`src/rtl/state_sequencer_pkg.sv`:
```
// Shared codes for the instruction-cycle sequencer: state encoding and helpers.
package state_sequencer_pkg;

    // FETCH/EXEC1/EXEC2 keep their historical codes; HALT takes the spare one.
    typedef enum logic [1:0] {
        FETCH = 2'd0,
        EXEC1 = 2'd1,
        EXEC2 = 2'd2,
        HALT  = 2'd3
    } state_t;

    function automatic logic is_active(state_t s);
        return s != HALT;
    endfunction

endpackage

```
`src/rtl/state_sequencer_if.sv`:
```
// Bundles the memory/execution-unit status inputs and the sequencer status outputs.
interface state_sequencer_if #(
    parameter int COUNT_WIDTH = 32
);
    import state_sequencer_pkg::*;

    // Handshake: waitrequest_i is the inverted ready of the memory side; a state
    // advances only on a cycle with waitrequest_i=0 (and stall_i=0 in EXEC1/EXEC2).
    logic                   waitrequest_i;
    logic                   stall_i;
    logic                   halt_i;
    state_t                 state_o;
    logic                   state_entry_o;
    logic                   active_o;
    logic                   fault_o;
    logic [COUNT_WIDTH-1:0] instr_count_o;
    logic [COUNT_WIDTH-1:0] cycle_count_o;

    modport master (
        output waitrequest_i, stall_i, halt_i,
        input  state_o, state_entry_o, active_o, fault_o, instr_count_o, cycle_count_o
    );

    modport slave (
        input  waitrequest_i, stall_i, halt_i,
        output state_o, state_entry_o, active_o, fault_o, instr_count_o, cycle_count_o
    );

endinterface

```
`src/rtl/state_sequencer_wait_watchdog.sv`:
```
// Counts consecutive waitrequest cycles and flags expiry when the limit is reached.
module wait_watchdog #(
    parameter int WAIT_LIMIT = 1023
) (
    input  logic clk,
    input  logic reset,
    input  logic count_en_i,
    input  logic clear_i,
    output logic expired_o
);
    localparam int CW = (WAIT_LIMIT < 1) ? 1 : $clog2(WAIT_LIMIT + 1);
    localparam logic [CW-1:0] LIMIT_V = CW'(WAIT_LIMIT);
    localparam logic [CW-1:0] ONE     = {{(CW-1){1'b0}}, 1'b1};

    logic [CW-1:0] count_q, count_d;

    // A limit of zero disables the watchdog entirely.
    assign expired_o = (WAIT_LIMIT != 0) && count_en_i && (count_q == LIMIT_V);

    always_comb begin
        count_d = count_q;
        if (clear_i) begin
            count_d = '0;
        end else if (count_en_i && (count_q != LIMIT_V)) begin
            count_d = count_q + ONE;
        end
    end

    always_ff @(posedge clk) begin
        if (reset) begin
            count_q <= '0;
        end else begin
            count_q <= count_d;
        end
    end

endmodule

```
`src/rtl/state_sequencer.sv`:
```
// FETCH/EXEC1/EXEC2 instruction sequencer with halt, wait watchdog and perf counters.
module state_sequencer
    import state_sequencer_pkg::*;
#(
    parameter int COUNT_WIDTH = 32,
    parameter int WAIT_LIMIT  = 1023
) (
    input  logic              clk,
    input  logic              reset,
    state_sequencer_if.slave  bus
);
    localparam logic [COUNT_WIDTH-1:0] ONE = {{(COUNT_WIDTH-1){1'b0}}, 1'b1};

    state_t                 state_q, state_d;
    logic                   entry_q;
    logic                   active_q;
    logic                   fault_q;
    logic [COUNT_WIDTH-1:0] instr_q;
    logic [COUNT_WIDTH-1:0] cycle_q;
    logic                   retire;
    logic                   wd_expired;
    logic                   wd_count_en;

    assign wd_count_en = bus.waitrequest_i && is_active(state_q);

    wait_watchdog #(
        .WAIT_LIMIT (WAIT_LIMIT)
    ) u_wait_watchdog (
        .clk        (clk),
        .reset      (reset),
        .count_en_i (wd_count_en),
        .clear_i    (!bus.waitrequest_i),
        .expired_o  (wd_expired)
    );

    always_comb begin
        state_d = state_q;
        retire  = 1'b0;
        unique case (state_q)
            FETCH: if (!bus.waitrequest_i) state_d = EXEC1;
            EXEC1: if (!bus.waitrequest_i && !bus.stall_i) state_d = EXEC2;
            EXEC2: begin
                if (!bus.waitrequest_i && !bus.stall_i) begin
                    retire  = 1'b1;
                    state_d = bus.halt_i ? HALT : FETCH;
                end
            end
            HALT: state_d = HALT;
        endcase
        // Expiry only happens with waitrequest_i high, so it never overlaps a retire.
        if (wd_expired) begin
            state_d = HALT;
        end
    end

    always_ff @(posedge clk) begin
        if (reset) begin
            state_q  <= FETCH;
            entry_q  <= 1'b1;
            active_q <= 1'b1;
            fault_q  <= 1'b0;
            instr_q  <= '0;
            cycle_q  <= '0;
        end else begin
            state_q  <= state_d;
            entry_q  <= (state_d != state_q);
            active_q <= is_active(state_d);
            if (wd_expired) fault_q <= 1'b1;
            if (retire) instr_q <= instr_q + ONE;
            if (is_active(state_q)) cycle_q <= cycle_q + ONE;
        end
    end

    assign bus.state_o       = state_q;
    assign bus.state_entry_o = entry_q;
    assign bus.active_o      = active_q;
    assign bus.fault_o       = fault_q;
    assign bus.instr_count_o = instr_q;
    assign bus.cycle_count_o = cycle_q;

endmodule

```
`src/flat_wrapper.sv`:
```
// flat-port wrapper written by rule: the top's interface ports become plain ports
module state_sequencer_flat import state_sequencer_pkg::*;
#(
    parameter int COUNT_WIDTH = 32,
    parameter int WAIT_LIMIT  = 1023
)
  (clk, reset, bus_waitrequest_i, bus_stall_i, bus_halt_i, bus_state_o, bus_state_entry_o, bus_active_o, bus_fault_o, bus_instr_count_o, bus_cycle_count_o);
  state_sequencer_if #(.COUNT_WIDTH(COUNT_WIDTH)) bus_i ();
  input  logic clk;
  input  logic reset;
  input wire logic [$bits(bus_i.waitrequest_i)-1:0] bus_waitrequest_i;
  input wire logic [$bits(bus_i.stall_i)-1:0] bus_stall_i;
  input wire logic [$bits(bus_i.halt_i)-1:0] bus_halt_i;
  output wire logic [$bits(bus_i.state_o)-1:0] bus_state_o;
  output wire logic [$bits(bus_i.state_entry_o)-1:0] bus_state_entry_o;
  output wire logic [$bits(bus_i.active_o)-1:0] bus_active_o;
  output wire logic [$bits(bus_i.fault_o)-1:0] bus_fault_o;
  output wire logic [$bits(bus_i.instr_count_o)-1:0] bus_instr_count_o;
  output wire logic [$bits(bus_i.cycle_count_o)-1:0] bus_cycle_count_o;
  assign bus_i.waitrequest_i = bus_waitrequest_i;
  assign bus_i.stall_i = bus_stall_i;
  assign bus_i.halt_i = bus_halt_i;
  assign bus_state_o = bus_i.state_o;
  assign bus_state_entry_o = bus_i.state_entry_o;
  assign bus_active_o = bus_i.active_o;
  assign bus_fault_o = bus_i.fault_o;
  assign bus_instr_count_o = bus_i.instr_count_o;
  assign bus_cycle_count_o = bus_i.cycle_count_o;
  state_sequencer #(.COUNT_WIDTH(COUNT_WIDTH), .WAIT_LIMIT(WAIT_LIMIT)) u_core (.clk(clk), .reset(reset), .bus(bus_i));
endmodule
```
`config.mk`:
```
export PLATFORM = sky130hd
export DESIGN_NAME = state_sequencer_flat
export DESIGN_NICKNAME = d
export VERILOG_FILES = /design/src/rtl/state_sequencer_pkg.sv /design/src/rtl/state_sequencer_if.sv /design/src/rtl/state_sequencer_wait_watchdog.sv /design/src/rtl/state_sequencer.sv /design/src/flat_wrapper.sv
export SDC_FILE = /design/constraint.sdc
export NUM_CORES = 1
export LEC_CHECK = 0
export ABC_AREA = 1
export CELL_PAD_IN_SITES_DETAIL_PLACEMENT = 0
export CELL_PAD_IN_SITES_GLOBAL_PLACEMENT = 1
export CORE_MARGIN = 5
export CORE_UTILIZATION = 40
export DETAILED_ROUTE_END_ITERATION = 10
export DONT_BUFFER_PORTS = 1
export PLACE_DENSITY = 0.84
export SLEW_MARGIN = 10
export SYNTH_ARGS = -nofsm -noshare
export SYNTH_HDL_FRONTEND = slang
export SYNTH_SLANG_ARGS = --single-unit
```
`constraint.sdc`:
```
create_clock -name clk -period 2.2 [get_ports clk]
set_input_delay 0.33 -clock clk [delete_from_list [all_inputs] [get_ports clk]]
set_output_delay 0.33 -clock clk [all_outputs]
set_load 0.005 [all_outputs]
```
==> results.cfg, run 1 <==
[outcome]
outcome = completed

[setup_path]
path_cells = ha_1 -> nand3_1 -> nor2_4 -> nand3_2 -> nor2_1 -> nand3_1 -> o21ai_0 -> nor2_1
critPathMaxStageDelay_ns = 0.46
cp.required_ns = 2.45
crit_slowest_cell = dfxtp_1
cp-start-kind = register
reg2reg_from = u_core.bus.cycle_count_o[0]
endpoint_kind = register
worst_path_dominant_cell_family = simple AND/OR/NAND/NOR gates
worstPathArrival_ns = 1.99
crit_fanout = 6
critPathKind = register to register
cp_num_buf_inv = 0
crit_path_start = u_core.bus.cycle_count_o[0]

[worst_hold_path]
holdCritPathClass = primary input to register
min_from = reset

[logic_synthesis]
synth_cells = 652
syn_area_per_cell_um2 = 6.49
synth_warnings = 0
async_flop_share_pct = 0
synth.distinct_cells = 36
synth_top_flop_cell = dfxtp_1
synth-edff-count = 0
synth_area_um2 = 4230
synth_seq_cells = 79
synth.yosys.seq_area_share_pct = 37.4
synth_nets = 660

[cells_and_area]
layout.nets = 665
antenna_cells = 0
drive_above_1_share_pct = 7.26
area_growth_pct = 8.93
layout_commonest_cell = nand2_1
layout_common_cells = nand2_1 (173), nor2_1 (101), inv_1 (79), dfxtp_1 (79), nand3_1 (53)

[pwr]
peakVddDrop_mv = 0.270
powerDensity_nw_per_um2 = 612
power.leakage_nw = 1.71

[cts]
clkSinkCount = 79
clk_pin_slew_ns = 0.08
cts_buffer_depth = 2
cts_setup_buffers = 0
cts_buffers = 9
cts_resized = 0
cts-root-buf = clkbuf_8
worstSkewPairLatency_ns = 0.36
h-tree-depth = 3
cts_tree = built
postCtsHoldBufs = 0

[sta]
rsz0062_at_grt = no
fin_tns_setup_ns = 0
period_needed_ns = 1.74
whs_ns = 0.0243
max_slew_margin_pct = 63.8
fmax_ghz = 0.576
worst_slew_pin_slew_ns = 0.536
setup_viol = 0
post-route-period-util_pct = 78.9
final_hold_viol_count = 0
drv_slew = 0
finClkSkew_ns = 0.0144

[floorplanning]
fp-row-count = 37
io_pins = 74
initial_core_util_pct = 41.0
fp.dieH_um = 113
die_x_um = 113
core_um2 = 10300
die_area_um2 = 12700

[global_routing]
track_usage_pct = 17.0
antenna_found_initial = 0
grt_pass1_vias = 3633
grt_max_degree = 28
overflow = 0
grt_first_pass_wirelength_um = 17800

[detailed_routing]
dr.pass1.iters = 4
drcViolationCount = 0
drt-total-wl_um = 10700
viasPerCell = 5.01
vias = 3992
wl_per_cell_um = 13.4
postRouteAntennaNets = 0
drt_iter0_drc = 279

[placement]
io_buffers = 0
dpl.hpwl_um = 8030
gp_congestion = 0.791

[run]
cap_violations = 0
where the power goes:
| part | total, mW | internal (mW) | switching [mW] |
|---|---|---|---|
| Sequential | 1.46 | 1.44 | 0.0183 |
| Clock | 1.28 | 0.725 | 0.553 |
| Combinational | 0.0850 | 0.0293 | 0.0558 |
final cells by class:
cell class / count / area (um2)
flip-flops and latches: 79 / 1580
inverters: 83 / 312
fillers: 1056 / 5710
clock inverters: 3 / 65.1
well taps: 136 / 170
multi-input cells: 480 / 2290
clock buffers: 12 / 165
repair buffers: 4 / 30.0
logic make-up (layout without fill, tap and decap cells):
family	after synthesis	in the layout	synth area share, %
compound gates	85	85	10.6
simple gates	385	385	41.1
flops	79	79	37.4
buf+inv	93	102	8.60
fa+ha+maj	3	3	0.887
xor+xnor	7	7	1.45
sequential cells by signal, summed over array words and instances (netlist names):
register                        cells
u_core.bus.instr_count_o           32
u_core.bus.fault_o                  1
u_core.u_wait_watchdog.count_q     10
u_core.bus.state_entry_o            1
u_core.bus.cycle_count_o           32
u_core.bus.state_o                  2
u_core.bus.active_o                 1
path summary, 6_finish.rpt:
kind	end	slack [ns]	depth (start not counted)
max	u_core.bus.cycle_count_o[22]	0.46	8
min	u_core.bus.instr_count_o[29]	0.02	1
max reg2reg	u_core.bus.cycle_count_o[22]	0.46	8
min reg2reg	u_core.bus.fault_o	0.47	2
per-layer routing:
layer / track usage (%) / part of all wire, %
met1: 20.7 / 46
met2: 28.2 / 45
met3: 6.15 / 8.2
met4: 5.05 / 1.3
met5: 0 / 0
cell usage after synthesis, types with 2 or more instances:
library cell	number	share of area (%)
inv_1	79	7.0
inv_2	3	0.27
o21ai_0	28	3.3
nand2_1	173	15
nor2_2	8	1.2
nand3_1	53	6.3
nand2_2	3	0.44
a31oi_1	2	0.30
nor3_4	2	0.77
nor2_8	2	0.95
o21a_1	4	0.71
clkbuf_1	7	0.62
buf_4	2	0.35
nand3_4	2	0.83
nor3_1	15	1.8
dfxtp_1	79	37
nor2_1	101	9.0
a21oi_1	47	5.6
nand4_1	14	2.1
ha_1	3	0.89
xnor2_1	3	0.62
nor2_4	3	0.80
xor2_1	4	0.83
nand3_2	3	0.71
metrics by stage:
step	std cells	cell area (um2)	setup WS, ns	total power [mW]	util, %
floorplan	652	4230	0.726	1.56	-
global placement	782	4380	0.506	1.58	42.4
global route	797	4610	0.280	2.93	44.7
CTS	797	4610	0.456	2.84	44.7
finish	797	4610	0.463	2.82	44.7
detailed placement	782	4380	0.456	1.58	42.4
Power figures use the tool's default switching activity.
==> run 2: changes to the inputs <==
--- a/config.mk
+++ b/config.mk
@@ -12,7 +12,7 @@
 export CORE_UTILIZATION = 40
 export DETAILED_ROUTE_END_ITERATION = 10
 export DONT_BUFFER_PORTS = 1
-export PLACE_DENSITY = 0.84
+export PLACE_DENSITY = 0.87
 export SLEW_MARGIN = 10
 export SYNTH_ARGS = -nofsm -noshare
 export SYNTH_HDL_FRONTEND = slang
==> constraint.sdc (replaced) <==
create_clock -name clk -period 1.4 [get_ports clk]
set_input_delay 0.21 -clock clk [delete_from_list [all_inputs] [get_ports clk]]
set_output_delay 0.21 -clock clk [all_outputs]
set_load 0.005 [all_outputs]
==> run 2 against run 1 <==
Effect of this change: the flow now finishes with violations (setup timing); hold slack better by 0.034 ns; critical path depth up 1; combinational power rose to 2.9 times the previous value; setup slack worse by 0.51 ns; global-route usage up 2.5 points; sequential cell count unchanged; non-clock buffer count up 120; design area up 32%; sequential power up 56%; sequential share of layout area down 7.2 points; largest cell class unchanged; highest routed layer unchanged.
==> results.cfg, run 2 (synthesis gave the netlist of run 1 again) <==
[outcome]
outcome = finished, violations left
violations = setup timing

[sta]
worst_slew_pin_slew_ns = 0.481
period_needed_ns = 1.44
fmax_ghz = 0.692
drv_slew = 0
rsz0062_at_grt = yes
finClkSkew_ns = 0.0172
final_hold_viol_count = 0
worst_slack_ns = -0.0447
setup_viol = 8
post-route-period-util_pct = 103
max_slew_margin_pct = 67.8

[worst_hold_path]
holdCritPathClass = primary input to register
min_from = bus_waitrequest_i

[setup_path]
worstPathArrival_ns = 1.76
crit_fanout = 4
rrSetupSlack_ns = -0.04
cp.required_ns = 1.71
critPathMaxStageDelay_ns = 0.38
path_cells = ha_4 -> nand3_4 -> nor2_4 -> nand3_4 -> nor2_4 -> buf_4 -> buf_4 -> a31oi_1 -> nor2_1
crit_path_start = u_core.bus.cycle_count_o[0]
critPathKind = register to register
crit_slowest_cell = dfxtp_4
cp-start-kind = register
endpoint_kind = register
reg2reg_from = u_core.bus.cycle_count_o[0]

[cts]
clkSinkCount = 79
cts-root-buf = clkbuf_8
cts_buffers = 9
h-tree-depth = 3
worstSkewPairLatency_ns = 0.37
cts_tree = built
cts_buffer_depth = 2
clk_pin_slew_ns = 0.09

[cells_and_area]
antenna_cells = 0
utilization_pct = 59.0
area_growth_pct = 44.0
layout.nets = 787
fillers = 907
postLayoutCellArea_um2 = 6090
fin_cells = 920
layout_common_cells = nand2_1 (156), buf_4 (112), nor2_1 (77)
layout_commonest_cell = nand2_1
drive_above_1_share_pct = 37.5

[detailed_routing]
postRouteAntennaNets = 0
drt-total-wl_um = 12800
dr.pass1.iters = 4
vias = 4625
drcViolationCount = 0
wl_per_cell_um = 14.0
viasPerCell = 5.03
drt_iter0_drc = 289

[global_routing]
overflow = 0
grt_max_degree = 27
antenna_found_initial = 0
grt_first_pass_wirelength_um = 20700
grt_pass1_vias = 4446
track_usage_pct = 19.5

[floorplanning]
core_um2 = 10300
io_pins = 74
initial_core_util_pct = 41.0
die_area_um2 = 12700
die_x_um = 113
fp.dieH_um = 113
fp-row-count = 37

[placement]
dpl.hpwl_um = 8840
placedCellCount = 882
io_buffers = 0
gp_congestion = 0.865
place_area_um2 = 5160
dpl_worst_slack_ns = -0.108

[run]
cap_violations = 0

[pwr]
peakVddDrop_mv = 0.538
powerDensity_nw_per_um2 = 673
power.leakage_nw = 2.47
## run 2: power by group
part / internal (mW) / switching, mW / leakage (nW)
Clock: 0.647 / 0.930 / 0.0894
Combinational: 0.104 / 0.145 / 1.72
Sequential: 2.26 / 0.0222 / 0.659
## run 2: worst max-delay path: cells and delay by family (launching register included)
| kind | cells | cell delay [ns] |
|---|---|---|
| flops | 1 | 0.38 |
| simple gates | 5 | 0.58 |
| fa+ha+maj | 1 | 0.14 |
| buf+inv | 2 | 0.22 |
| compound gates | 1 | 0.06 |
## run 2: what timing repair did
item | 4_1_cts | 5_1_grt
gates cloned | 2 | 0
endpoints found under the setup margin | 42 | 62
hold buffers | 1 | 0
resized for setup | 50 | 129
pin swaps | 19 | 58
hold endpoints to repair | 25 | 0
buffers inserted | 7 | 12
## run 2: final cells by class
type | count | area (um2) | share of cell area [%]
inverter | 83 | 317 | 5.19
multi-input combinational | 482 | 2790 | 45.8
tap | 136 | 170 | 2.79
timing repair buffer | 124 | 993 | 16.3
sequential | 79 | 1650 | 27.1
clock inverter | 7 | 48.8 | 0.801
clock buffer | 9 | 124 | 2.03
## run 2: final timing paths
check,to,cells after the start
setup / recovery,u_core.bus.cycle_count_o[16],9
hold reg to reg,u_core.u_wait_watchdog.count_q[8],2
hold / removal,u_core.bus.active_o,2
setup reg to reg,u_core.bus.cycle_count_o[16],9
## run 2: layer usage
metal  up-vias  global-route usage, %  share of wire (%)
met5         -                      0                  0
met4         0                   7.93                2.0
met3        21                   5.35                6.3
met2       110                   35.5                 52
met1      2145                   21.4                 40
li1       2349                      -                  -
## run 2: through the flow
| stage | TNS, ns | total power [mW] | hold slack (ns) |
|---|---|---|---|
| 2_1_floorplan | -0.00150 | 2.46 | 0.447 |
| 3_3_place_gp | -0.652 | 2.52 | 0.282 |
| 3_5_place_dp | -1.32 | 2.53 | 0.284 |
| 4_1_cts | -0.0437 | 4.14 | 0.0427 |
| 5_1_grt | -2.41 | 4.26 | 0.0805 |
| 6_report | -0.126 | 4.10 | 0.0587 |
==> run 3: changes to the inputs <==
--- a/config.mk
+++ b/config.mk
@@ -12,6 +12,7 @@
 export CORE_UTILIZATION = 40
 export DETAILED_ROUTE_END_ITERATION = 10
 export DONT_BUFFER_PORTS = 1
+export GPL_TIMING_DRIVEN = 0
 export PLACE_DENSITY = 0.87
 export SLEW_MARGIN = 10
 export SYNTH_ARGS = -nofsm -noshare
==> run 3 against run 2 <==
Effect of this change: the flow still finishes with violations (setup timing); final cell count fell by 8.8%; first-iteration DRC count rose by 8.0%; non-clock buffer count fell by 79; largest cell class unchanged; largest power group unchanged; sequential share of layout area rose by 3.7 points.
==> results.cfg, run 3 (synthesis gave the netlist of run 1 again) <==
[floorplanning]
die_x_um = 113
die_area_um2 = 12700
core_um2 = 10300
fp-row-count = 37
initial_core_util_pct = 41.0
io_pins = 74
fp.dieH_um = 113

[cts]
worstSkewPairLatency_ns = 0.35
postCtsHoldBufs = 0
cts_buffer_depth = 2
h-tree-depth = 3
cts_tree = built
cts-root-buf = clkbuf_8
clkSinkCount = 79
cts_buffers = 9
clk_pin_slew_ns = 0.09

[outcome]
outcome = finished, violations left
violations = setup timing

[setup_path]
critPathKind = register to register
crit_fanout = 5
endpoint_kind = register
worstPathArrival_ns = 1.77
cp.required_ns = 1.66
cp-start-kind = register

[placement]
dpl_worst_slack_ns = -0.573
io_buffers = 0
dpl.hpwl_um = 8410
gp_congestion = 0.853
placedCellCount = 788

[global_routing]
grt_first_pass_wirelength_um = 19700
antenna_found_initial = 0
track_usage_pct = 18.8
met1_usage_pct = 20.8
grt.busiest_layer = met2
overflow = 0
met3_usage_pct = 7.86
grt_max_degree = 14
gr-usage-met2_pct = 32.3
grt_pass1_vias = 4123

[sta]
finClkSkew_ns = 0.0112
period_needed_ns = 1.51
rsz0062_at_grt = yes
fmax_ghz = 0.662
drv_slew = 0
setup_viol = 29
max_slew_margin_pct = 52.5
worst_slack_ns = -0.111
whs_ns = 0.0892
post-route-period-util_pct = 108
worst_slew_pin_slew_ns = 0.713
final_hold_viol_count = 0
fin_tns_setup_ns = -1.04

[detailed_routing]
viasPerCell = 5.21
drt-total-wl_um = 12600
wl_per_cell_um = 15.0
vias = 4375
drt_iter0_drc = 312
postRouteAntennaNets = 0
drcViolationCount = 0
dr.pass1.iters = 4

[pwr]
power.leakage_nw = 2.07
peakVddDrop_mv = 0.424
powerDensity_nw_per_um2 = 743

[cells_and_area]
drive_above_1_share_pct = 33.7
layout_common_cells = nand2_1 (150), inv_1 (74), nor2_1 (68)
utilization_pct = 54.6
layout.nets = 707
layout_commonest_cell = nand2_1
fillers = 967
antenna_cells = 0
area_growth_pct = 33.2
fin_cells = 839

[run]
cap_violations = 0

[worst_hold_path]
holdCritPathClass = primary input to register
[run 3: changes by cell type in the layout (fill, tap and decap cells not counted), moves of 5 or more]
cell and delta:
buf_4 -84, dfxtp_4 +24, dfxtp_1 -20, nor2_1 -9, clkbuf_1 +6, nand2_1 -6
nor2_4 +5
[run 3: where the power goes]
group / total [mW] / internal, mW / switching [mW]
Combinational: 0.211 / 0.0745 / 0.137
Clock: 1.73 / 0.863 / 0.863
Sequential: 2.25 / 2.21 / 0.0390
Total: 4.19 / 3.15 / 1.04
[run 3: metal layers]
| layer | share of wire (%) | up-vias | routed length [um] |
|---|---|---|---|
| met5 | 0 | - | 0 |
| met4 | 1.2 | 0 | 145 |
| met3 | 7.7 | 11 | 974 |
| met2 | 51 | 115 | 6450 |
| met1 | 40 | 2054 | 5040 |
| li1 | - | 2195 | - |
[run 3: final timing paths]
path                           startpoint                           end  slack (ns)  cells after the start
max           u_core.bus.instr_count_o[1]  u_core.bus.instr_count_o[10]       -0.11                      8
min reg2reg  u_core.bus.cycle_count_o[12]  u_core.bus.cycle_count_o[12]        0.49                      2
min                     bus_waitrequest_i           u_core.bus.active_o        0.09                      2
max reg2reg   u_core.bus.instr_count_o[1]  u_core.bus.instr_count_o[10]       -0.11                      8
[run 3: cell type report]
type                    count  area (um2)  share of cell area, %
multi-input cells         481        2840                   50.4
flip-flops and latches     79        1730                   30.8
inverters                  83         319                   5.66
repair buffers             35         315                   5.59
well taps                 136         170                   3.02
clock buffers              10         138                   2.44
plain buffers              10        61.3                   1.09
clock inverters             5        58.8                   1.04
[run 3: timing repair]
item / CTS / global route
endpoints found under the setup margin: 74 / 62
setup buffers: 18 / 16
pin swaps: 18 / 38
gates cloned: 1 / 1
endpoints found under the hold margin: 0 / 0
resized for setup: 112 / 133
[run 3: worst max-delay path: stages (launching register included)]
cell	delay [ns]
dfxtp_4	0.41
ha_4	0.16
nand3_4	0.09
nor2_2	0.15
nand3_4	0.15
buf_4	0.18
nor2_1	0.08
nor2_1	0.04
nor3_1	0.17
[run 3: stage by stage]
step	power, mW	instance area (um2)
3_3_place_gp	2.51	4430
3_5_place_dp	2.52	4430
4_1_cts	4.25	5090
2_1_floorplan	2.46	4260
5_1_grt	4.35	5640
6_report	4.19	5640
